## src/rtl/aes_inv_mixcol_seq_pkg.sv

```systemverilog
// Shared AES helpers: FSM states, GF(2^8) arithmetic,
// and the MixColumns / InvMixColumns coefficient rows.
package aes_pkg;

  typedef enum logic [1:0] {
    IDLE = 2'd0,
    BUSY = 2'd1,
    DONE = 2'd2
  } state_t;

  localparam logic [7:0]  GF_POLY  = 8'h1B;
  localparam logic [31:0] INV_COEF = 32'h0e0b0d09;
  localparam logic [31:0] FWD_COEF = 32'h02030101;

  function automatic logic [7:0] xtime(
    input logic [7:0] b
  );
    return {b[6:0], 1'b0} ^ (b[7] ? GF_POLY : 8'h00);
  endfunction

  function automatic logic [7:0] gf_mul(
    input logic [7:0] a,
    input logic [7:0] b
  );
    logic [7:0] p;
    logic [7:0] x;
    p = '0;
    x = a;
    for (int i = 0; i < 8; i++) begin
      if (b[i]) p = p ^ x;
      x = xtime(x);
    end
    return p;
  endfunction

endpackage

```

## src/rtl/aes_inv_mixcol_seq_if.sv

```systemverilog
// Valid/ready bundle carrying one 128-bit AES state
// in each direction.
interface aes_inv_mixcol_seq_if;
  logic         in_valid;
  logic         in_ready;
  logic [127:0] in_data;
  logic         out_valid;
  logic         out_ready;
  logic [127:0] out_data;

  modport master (
    output in_valid, in_data, out_ready,
    input  in_ready, out_valid, out_data
  );

  modport slave (
    input  in_valid, in_data, out_ready,
    output in_ready, out_valid, out_data
  );
endinterface

```

## src/rtl/aes_inv_mixcol_seq_col.sv

```systemverilog
// Combinational single-column (Inv)MixColumns transform.
// Byte 0 of the column sits in the MSBs.
module aes_inv_mixcol_col
  import aes_pkg::*;
#(
  parameter int INVERSE = 1
) (
  input  logic [31:0] col_in,
  output logic [31:0] col_out
);

  localparam logic [31:0] COEF =
    (INVERSE != 0) ? INV_COEF : FWD_COEF;

  // Row r uses the coefficient row rotated right by r.
  always_comb begin
    col_out = '0;
    for (int r = 0; r < 4; r++) begin
      for (int j = 0; j < 4; j++) begin
        col_out[31-8*r -: 8] = col_out[31-8*r -: 8] ^
          gf_mul(col_in[31-8*j -: 8],
                 COEF[31-8*((j-r)&3) -: 8]);
      end
    end
  end

endmodule

```

## src/rtl/aes_inv_mixcol_seq.sv

```systemverilog
// Sequential (Inv)MixColumns: one column per cycle
// through a single shared column transform.
module aes_inv_mixcol_seq
  import aes_pkg::*;
#(
  parameter int INVERSE = 1
) (
  input logic                 clk,
  input logic                 rst,
  aes_inv_mixcol_seq_if.slave bus
);

  state_t            state;
  state_t            state_nx;
  logic [1:0]        col;
  logic [3:0][31:0]  cap_q;
  logic [3:0][31:0]  res_q;
  logic [31:0]       col_in;
  logic [31:0]       col_out;
  logic              hs;

  assign hs            = bus.in_valid && (state == IDLE);
  assign bus.in_ready  = (state == IDLE);
  assign bus.out_valid = (state == DONE);
  assign bus.out_data  = res_q;

  // Column 0 is the top word, hence the 3-col index.
  assign col_in = cap_q[2'd3 - col];

  aes_inv_mixcol_col #(
    .INVERSE(INVERSE)
  ) u_col (
    .col_in (col_in),
    .col_out(col_out)
  );

  always_comb begin
    state_nx = state;
    unique case (state)
      IDLE: if (bus.in_valid)  state_nx = BUSY;
      BUSY: if (col == 2'd3)   state_nx = DONE;
      DONE: if (bus.out_ready) state_nx = IDLE;
      default:                 state_nx = IDLE;
    endcase
  end

  always_ff @(posedge clk or posedge rst) begin
    if (rst) begin
      state <= IDLE;
      col   <= '0;
      cap_q <= '0;
      res_q <= '0;
    end else begin
      state <= state_nx;
      if (hs) begin
        cap_q <= bus.in_data;
        col   <= '0;
      end
      if (state == BUSY) begin
        res_q[2'd3 - col] <= col_out;
        col               <= col + 2'd1;
      end
    end
  end

endmodule

```

## src/flat_wrapper.sv

```systemverilog
// flat-port wrapper written by rule: the top's interface ports become plain ports
module aes_inv_mixcol_seq_flat import aes_pkg::*;
#(
  parameter int INVERSE = 1
)
  (clk, rst, bus_in_valid, bus_in_data, bus_out_ready, bus_in_ready, bus_out_valid, bus_out_data);
  aes_inv_mixcol_seq_if bus_i ();
  input logic clk;
  input logic rst;
  input wire logic [$bits(bus_i.in_valid)-1:0] bus_in_valid;
  input wire logic [$bits(bus_i.in_data)-1:0] bus_in_data;
  input wire logic [$bits(bus_i.out_ready)-1:0] bus_out_ready;
  output wire logic [$bits(bus_i.in_ready)-1:0] bus_in_ready;
  output wire logic [$bits(bus_i.out_valid)-1:0] bus_out_valid;
  output wire logic [$bits(bus_i.out_data)-1:0] bus_out_data;
  assign bus_i.in_valid = bus_in_valid;
  assign bus_i.in_data = bus_in_data;
  assign bus_i.out_ready = bus_out_ready;
  assign bus_in_ready = bus_i.in_ready;
  assign bus_out_valid = bus_i.out_valid;
  assign bus_out_data = bus_i.out_data;
  aes_inv_mixcol_seq #(.INVERSE(INVERSE)) u_core (.clk(clk), .rst(rst), .bus(bus_i));
endmodule
```

## config.mk

```make
export PLATFORM = sky130hd
export DESIGN_NAME = aes_inv_mixcol_seq_flat
export DESIGN_NICKNAME = d
export VERILOG_FILES = /design/src/rtl/aes_inv_mixcol_seq_pkg.sv /design/src/rtl/aes_inv_mixcol_seq_if.sv /design/src/rtl/aes_inv_mixcol_seq_col.sv /design/src/rtl/aes_inv_mixcol_seq.sv /design/src/flat_wrapper.sv
export SDC_FILE = /design/constraint.sdc
export NUM_CORES = 1
export LEC_CHECK = 0
export BUFFER_PORTS_ARGS = -buffer_cell sky130_fd_sc_hd__buf_4
export CELL_PAD_IN_SITES_DETAIL_PLACEMENT = 1
export CELL_PAD_IN_SITES_GLOBAL_PLACEMENT = 2
export CORE_UTILIZATION = 42
export DETAILED_ROUTE_END_ITERATION = 7
export PLACE_DENSITY_LB_ADDON = 0.1
export REMOVE_ABC_BUFFERS = 1
export SYNTH_ARGS = -nofsm -noshare
export SYNTH_HDL_FRONTEND = slang
export SYNTH_HIERARCHICAL = 1
export SYNTH_SLANG_ARGS = --single-unit
```

## constraint.sdc

```tcl
create_clock -name clk -period 13.4 [get_ports clk]
set_input_delay 2.68 -clock clk [delete_from_list [all_inputs] [get_ports clk]]
set_output_delay 2.68 -clock clk [all_outputs]
set_load 0.005 [all_outputs]
```

==> impl_metrics.tcl, run 1 <==
set metrics [dict create \
    critPathArrivalTime_ns 4.88 \
    r2r_start "u_core/col[0]$_DFFE_PP0P_" \
    min_path_cells 1 \
    initial_core_util_pct 43.18 \
    min_path_type "flop to flop" \
    ctsResizeCount 0 \
    hpwl_um 22390 \
    hold_end "u_core/cap_q[125]$_DFFE_PP0P_" \
    overflow 0 \
    cp_slowest_stage_delay_ns 0.87 \
    cts_setup_buffers 0 \
    hold_violations 0 \
    core_area_um2 30030 \
    synth_cells 808 \
    cts-root-buf "clkbuf_16" \
    die_w_um 177.7 \
    dr.first_iter.drc_count 317 \
    worst-r2r-setup-slack_ns 9.38 \
    vias_per_cell 5.031 \
    cts_buffers 28 \
    path_class "input pin to flop" \
    portBuffers 261 \
    synth_top_area_share_pct 50.17 \
    crit_top_cell "buf_4" \
    rows 63 \
    ys_types 33 \
    routedWlPerCell_um 21.32 \
    place.gp.congestion 0.7479 \
    fin_nets 1188 \
    clockBufferDepth 3 \
    end_kind "flop" \
    vias 7350 \
    path_max_fanout 76 \
    maxCapViolCount 0 \
    clock_latency_ns 0.55 \
    min_from "u_core/cap_q[125]$_DFFE_PP0P_" \
    synth_top_cell_by_area "dfrtp_1" \
    grt_max_degree 133 \
    crit_chain "buf_4 > nor3b_4 > buf_4 > buf_4 > mux2_2" \
    reg2reg_depth 7 \
    cpLargestDelayFamily "buffers and inverters" \
    drive_gt1_share_pct 56.73 \
    finalClockSkew_ns 0.02734 \
    die_area_um2 31580 \
    synth_edf_count 0 \
    slew_viol_final 0 \
    synth_async_sr_flop_share_pct 100.0 \
    critPathRequiredTime_ns 13.83 \
    ys_top_cells_by_area "dfrtp_1 50%, mux2_2 21%, xnor2_1 7.2%" \
    status "finished, final reports clean" \
    tightest_slew_ns 1.108 \
    drtPass1Iterations 6 \
    grt_pass1_vias 7999 \
    h-tree-depth 1 \
    dieHeight_um 177.7 \
    area_delta_synth_final_pct 22.62 \
    drt-total-wl_um 31150 \
    cp.depth 5 \
    setup_violations 0 \
    tns_ns 0 \
    r2r_end "u_core/bus.out_data[69]$_DFFE_PP0P_" \
    layout_min_cycle_time_ns 4.444 \
    relSlewSlack_pct 25.71 \
    max_freq_mhz 225.0 \
    min_period_over_period_pct 33.17 \
    layout_commonest_cell "buf_4" \
    synth_area_um2 12970 \
    layout_common_cells "268 x buf_4, 259 x dfrtp_1, 247 x mux2_2, 106 x xnor2_1" \
    grt_first_pass_wirelength_um 47980 \
    synth-seq-cells 260 \
    synth-main-ff-cell "dfrtp_1" \
    grt_usage_pct 20.21 \
    yosysWarnings 6 \
    cts_hold_buf 0 \
    crit_buf_inv 3 \
    fill_cells 2934 \
    cp_slowest_cell "buf_4" \
    clkTransAtPathRegs_ns 0.06 \
    antenna_left 0 \
    drc 0 \
    cts_tree "yes" \
    grt_setup_unrepaired "no" \
    start_kind "input pin" \
    io_pins 262 \
    syn_avg_cell_area_um2 16.05 \
    clock_sinks 260 \
    antenna_found_initial 1 \
    ys_seq_area_share_pct 50.17 \
]
[kinds of logic after synthesis]
group	count (synthesis)	synth area share, %
AOI/OAI and AO/OA	5	0.2895
xor gates and xnor gates	183	17.13
adders and majority gates	4	0.3860
buffers and inverters	58	3.474
DFF	260	50.17
muxes	288	27.79
and+or+nand+nor	10	0.7623
[sequential cells by signal (all words and copies together), names as in the netlist]
name                 cells
u_core/bus.out_data    128
u_core/cap_q           128
u_core/col               2
u_core/state             2
[metal layers]
| metal | global-route usage [%] | up-vias | routed length [um] |
|---|---|---|---|
| li1 | - | 3320 | - |
| met1 | 28.12 | 3788 | 14030 |
| met2 | 31.87 | 208 | 14530 |
| met3 | 5.099 | 34 | 2037 |
| met4 | 4.452 | 0 | 547 |
| met5 | 0 | - | 0 |
[Yosys cell counts (2+ instances only)]
cell type,instances
dfrtp_1,260
mux2_2,247
xnor2_1,106
mux4_2,32
xor2_1,32
xnor3_1,24
buf_6,23
buf_2,12
buf_4,12
mux2_1,9
xor3_1,7
clkbuf_1,6
xnor3_2,6
ha_1,4
inv_1,4
xor2_2,3
nand2b_1,2
nand3b_4,2
nor2_1,2
xnor2_2,2
[metrics by stage]
stage / instances / setup WS [ns] / hold WS (ns) / cell area, um^2 / util, %
5_1_grt: 1460 / 8.823 / 0.5165 / 15900 / 52.94
2_1_floorplan: 754 / 3.565 / 0.4753 / 12530 / -
3_5_place_dp: 1412 / 8.389 / 0.4917 / 15050 / 50.10
6_report: 1461 / 8.956 / 0.4997 / 15900 / 52.94
3_3_place_gp: 1412 / 8.387 / 0.4839 / 15050 / 50.10
4_1_cts: 1460 / 8.971 / 0.5056 / 15900 / 52.94
[area by class of cell]
| type | instances | area (um^2) | area share, % |
|---|---|---|---|
| antenna | 1 | 2.502 | 0.01574 |
| clock buffer | 41 | 799.5 | 5.028 |
| clock inverter | 7 | 51.30 | 0.3226 |
| inverter | 4 | 22.52 | 0.1416 |
| multi-input combinational | 490 | 6017 | 37.84 |
| sequential | 260 | 6507 | 40.93 |
| tap | 390 | 488.0 | 3.069 |
| timing repair buffer | 268 | 2012 | 12.65 |
[worst max-delay path by stage]
stage            startpoint                                  to
2_1_floorplan           rst  u_core/bus.out_data[0]$_DFFE_PP0P_
3_3_place_gp   bus_in_valid        u_core/cap_q[15]$_DFFE_PP0P_
3_5_place_dp   bus_in_valid        u_core/cap_q[61]$_DFFE_PP0P_
4_1_cts        bus_in_valid        u_core/cap_q[86]$_DFFE_PP0P_
5_1_grt        bus_in_valid        u_core/cap_q[61]$_DFFE_PP0P_
6_report       bus_in_valid        u_core/cap_q[61]$_DFFE_PP0P_
Power of run 1 is left out: the tool's default activity adds up to more than one toggle a clock period on the data nets, which glitch-free logic cannot reach.
==> run 2, diff against run 1 <==
- CORE_UTILIZATION: 42 -> 35
- clock period: 13.4 -> 3.85 ns (I/O delays scaled with it)
==> run 2 against run 1 <==
Against the previous run: cell count rose by 6.6%; largest cell class unchanged; global-route usage fell by 2.1 points; clock-buffer cell count rose by 2; sequential share of layout area fell by 0.96 points; first-iteration DRC count fell by 7.6%; setup slack got worse by 8.6 ns; core utilization fell by 8.3 points; via count rose by 1.4%; die area rose by 20%; worst hold slack got worse by 0.18 ns; sequential cell count did not move.
==> impl_metrics.tcl, run 2 (synthesis results as in run 1) <==
set metrics [dict create \
    slew_viol_final 0 \
    dieHeight_um 194.5 \
    clockBufferDepth 3 \
    critPathArrivalTime_ns 3.99 \
    cts_tree "yes" \
    stdcell_count 1557 \
    cts_hold_buf 0 \
    dr.first_iter.drc_count 293 \
    drtPass1Iterations 4 \
    layout_min_cycle_time_ns 3.508 \
    antenna_left 0 \
    grt_first_pass_wirelength_um 52470 \
    grt_setup_unrepaired "no" \
    critPathRequiredTime_ns 4.33 \
    portBuffers 261 \
    overflow 0 \
    setup_violations 0 \
    min_period_over_period_pct 91.12 \
    status "finished, final reports clean" \
    max_freq_mhz 285.1 \
    start_kind "flop" \
    io_pins 262 \
    clkTransAtPathRegs_ns 0.06 \
    cts_buffers 30 \
    ctsResizeCount 0 \
    rows 70 \
    die_area_um2 37820 \
    h-tree-depth 1 \
    maxCapViolCount 0 \
    drive_gt1_share_pct 57.39 \
    worst-r2r-setup-slack_ns 0.34 \
    grt_util_met2_pct 28.32 \
    path_max_fanout 12 \
    n_antenna_cell 0 \
    clock_sinks 260 \
    vias_per_cell 4.787 \
    grt_usage_pct 18.13 \
    grt_pass1_vias 8301 \
    hold_violations 0 \
    relSlewSlack_pct 44.78 \
    r2r_start "u_core/col[0]$_DFFE_PP0P_" \
    die_w_um 194.5 \
    initial_core_util_pct 35.51 \
    antenna_found_initial 0 \
    place.gp.congestion 0.7592 \
    min_path_type "input pin to asynchronous set/reset pin" \
    hpwl_um 25190 \
    cts_setup_buffers 0 \
    core_area_um2 36520 \
    gr-usage-met1_pct 26.46 \
    grt_max_degree 97 \
    dp_cells 1507 \
    grtUsageMet3_pct 3.141 \
    reg2reg_depth 7 \
    vias 7453 \
    layout_common_cells "278 x buf_4, 258 x dfrtp_1, 247 x mux2_2, 106 x xnor2_1" \
    finalClockSkew_ns 0.01775 \
    tightest_slew_ns 0.8274 \
    end_kind "flop" \
    layout_commonest_cell "buf_4" \
    drc 0 \
    routedWlPerCell_um 21.58 \
    area_delta_synth_final_pct 25.60 \
    drt-total-wl_um 33600 \
    fin_nets 1207 \
    cts-root-buf "clkbuf_16" \
    path_class "flop to flop" \
    clock_latency_ns 0.56 \
    startpoint "u_core/col[0]$_DFFE_PP0P_" \
    r2r_end "u_core/bus.out_data[99]$_DFFE_PP0P_" \
    grt_most_used_layer "met2" \
]
-- run 2: worst max path at each step --
stage	to	slack [ns]
after global placement	u_core/bus.out_data[35]$_DFFE_PP0P_	0.32
final	u_core/bus.out_data[99]$_DFFE_PP0P_	0.34
after global routing	u_core/bus.out_data[99]$_DFFE_PP0P_	0.15
after detailed placement	u_core/bus.out_data[59]$_DFFE_PP0P_	0.31
after floorplan	u_core/bus.out_data[0]$_DFFE_PP0P_	-4.08
after CTS	u_core/bus.out_data[99]$_DFFE_PP0P_	0.28
-- run 2: area by class of cell --
type	count	area, um^2
clock buffers	43	840.8
clock inverters	7	85.08
fillers	3666	20240
inverters	4	22.52
multi-input cells	490	6017
flip-flops and latches	260	6509
well taps	468	585.6
repair buffers	285	2227
-- run 2: metrics by stage --
stage / setup WS, ns / instance area (um^2) / hold slack [ns] / utilization (%) / setup TNS, ns
final: 0.3420 / 16290 / 0.3208 / 44.59 / 0
after global routing: 0.1550 / 16290 / 0.3688 / 44.59 / 0
after CTS: 0.2813 / 16290 / 0.3552 / 44.59 / 0
after detailed placement: 0.3096 / 15360 / 0.4828 / 42.06 / 0
after global placement: 0.3221 / 15360 / 0.4833 / 42.06 / 0
after floorplan: -4.075 / 12530 / 0.4753 / - / -1385.08
-- run 2: per-layer routing --
metal / vias up / routed length (um)
met3: 37 / 1485
met2: 181 / 15360
met5: - / 0
met1: 3872 / 16140
li1: 3363 / -
met4: 0 / 616
-- run 2: critical path, cell delays in order (launching register included) --
cell and delay (ns):
dfrtp_2 0.64, buf_12 0.22, mux4_2 0.65, xnor3_2 0.48, xor3_1 0.48, xnor3_1 0.38
xor2_1 0.35, mux2_2 0.23
Power of run 2 is left out for the same reason.
==> run 3, diff against run 2 <==
- CORE_UTILIZATION: 35 -> 39
- clock period: 3.85 -> 3.8 ns (I/O delays scaled with it)
==> run 3 against run 2 <==
Against the previous run: clock skew up 0.011 ns; global-route usage up 1.6 points; core utilization up 5.3 points; non-clock buffer count down 4; sequential share of layout area about the same; critical path depth unchanged; worst hold slack worse by 0.012 ns; die area down 10%; fmax up 4.1%.
==> impl_metrics.tcl, run 3 (synthesis results as in run 1) <==
set metrics [dict create \
    seq_area_um2 6507 \
    clock_latency_ns 0.56 \
    h-tree-depth 1 \
    layout_min_cycle_time_ns 3.370 \
    fin_nets 1203 \
    routedWlPerCell_um 21.19 \
    tightest_slew_ns 1.074 \
    die_area_um2 33980 \
    antenna_found_initial 1 \
    grt_usage_pct 19.71 \
    grt_first_pass_wirelength_um 50760 \
    clockBufferDepth 3 \
    hold_violations 0 \
    max_freq_mhz 296.7 \
    drt-total-wl_um 32390 \
    io_pins 262 \
    min_period_over_period_pct 88.68 \
    fin_util_pct 49.88 \
    critPathRequiredTime_ns 4.22 \
    grt_pass1_vias 8177 \
    overflow 0 \
    tns_ns 0 \
    ctsResizeCount 0 \
    rows 66 \
    portBuffers 261 \
    cts_buffers 30 \
    place.gp.congestion 0.7824 \
    critPathArrivalTime_ns 3.79 \
    die_w_um 184.3 \
    drtPass1Iterations 4 \
    maxCapViolCount 0 \
    end_kind "flop" \
    clkTransAtPathRegs_ns 0.06 \
    area_delta_synth_final_pct 25.47 \
    n_antenna_cell 0 \
    cts_setup_buffers 0 \
    path_max_fanout 27 \
    relSlewSlack_pct 28.04 \
    multiInputGateArea_um2 6017 \
    reg2reg_depth 7 \
    core_area_um2 32620 \
    grt_setup_unrepaired "no" \
    layout_commonest_cell "buf_4" \
    fill_cells 3193 \
    path_class "flop to flop" \
    finalClockSkew_ns 0.02844 \
    drive_gt1_share_pct 57.18 \
    hpwl_um 24060 \
    vias 7448 \
    vias_per_cell 4.874 \
    status "finished, final reports clean" \
    dieHeight_um 184.3 \
    antenna_left 0 \
    dr.first_iter.drc_count 257 \
    setup_violations 0 \
    cts_hold_buf 0 \
    layout_common_cells "272 x buf_4, 259 x dfrtp_1, 247 x mux2_2, 106 x xnor2_1" \
    drc 0 \
    slew_viol_final 0 \
    min_path_type "input pin to asynchronous set/reset pin" \
    start_kind "flop" \
    clock_sinks 260 \
    grt_max_degree 94 \
    initial_core_util_pct 39.75 \
    cts-root-buf "clkbuf_16" \
    cts_tree "yes" \
]
==> run 3: cell types whose count changed in the layout (fill, tap and decap cells not counted), sizes merged <==
cell,change
clkbuf,+2
buf,-4
clkinv,-1
==> run 3: critical path, cell delays in order (launching register included) <==
cell and delay, ns:
dfrtp_2 0.38, buf_12 0.24, mux4_2 0.71, xnor3_2 0.53, xnor2_4 0.30, xor2_2 0.20, xor3_1 0.52, mux2_1 0.31
==> run 3: worst paths after layout <==
path | start | end | slack (ns)
max | u_core/col[0]$_DFFE_PP0P_ | u_core/bus.out_data[59]$_DFFE_PP0P_ | 0.43
min | rst | u_core/bus.out_data[55]$_DFFE_PP0P_ | 0.31
max reg2reg | u_core/col[0]$_DFFE_PP0P_ | u_core/bus.out_data[59]$_DFFE_PP0P_ | 0.43
min reg2reg | u_core/bus.out_data[34]$_DFFE_PP0P_ | u_core/bus.out_data[34]$_DFFE_PP0P_ | 0.50
max in group asynchronous | rst | u_core/cap_q[62]$_DFFE_PP0P_ | 2.55
min in group clk | bus_out_ready | u_core/state[1]$_DFFE_PP0P_ | 0.38
==> run 3: cell type report <==
type | instances | share of cell area, %
Tap cell | 442 | 3.399
Sequential cell | 260 | 40.00
Timing Repair Buffer | 281 | 13.66
Inverter | 4 | 0.1384
Multi-Input combinational cell | 490 | 36.98
Clock buffer | 45 | 5.268
Clock inverter | 6 | 0.5614
==> run 3: metal layers <==
metal	wire length [um]	track usage, %	part of all wire, %	up-vias
met5	13	0	0.040	-
met4	508	3.433	1.6	2
met3	2445	5.572	7.5	40
met2	14580	30.26	45	200
met1	14840	27.96	46	3844
li1	-	-	-	3362
==> run 3: stage by stage <==
step	hold WS [ns]	setup WS, ns	instances	area [um^2]
floorplan	0.4753	-4.115	754	12530
global placement	0.4805	0.4899	1477	15320
detailed placement	0.4873	0.4343	1477	15320
CTS	0.3565	0.4073	1528	16270
global route	0.3689	0.3015	1528	16270
finish	0.3087	0.4300	1528	16270
Power of run 3 is left out for the same reason.
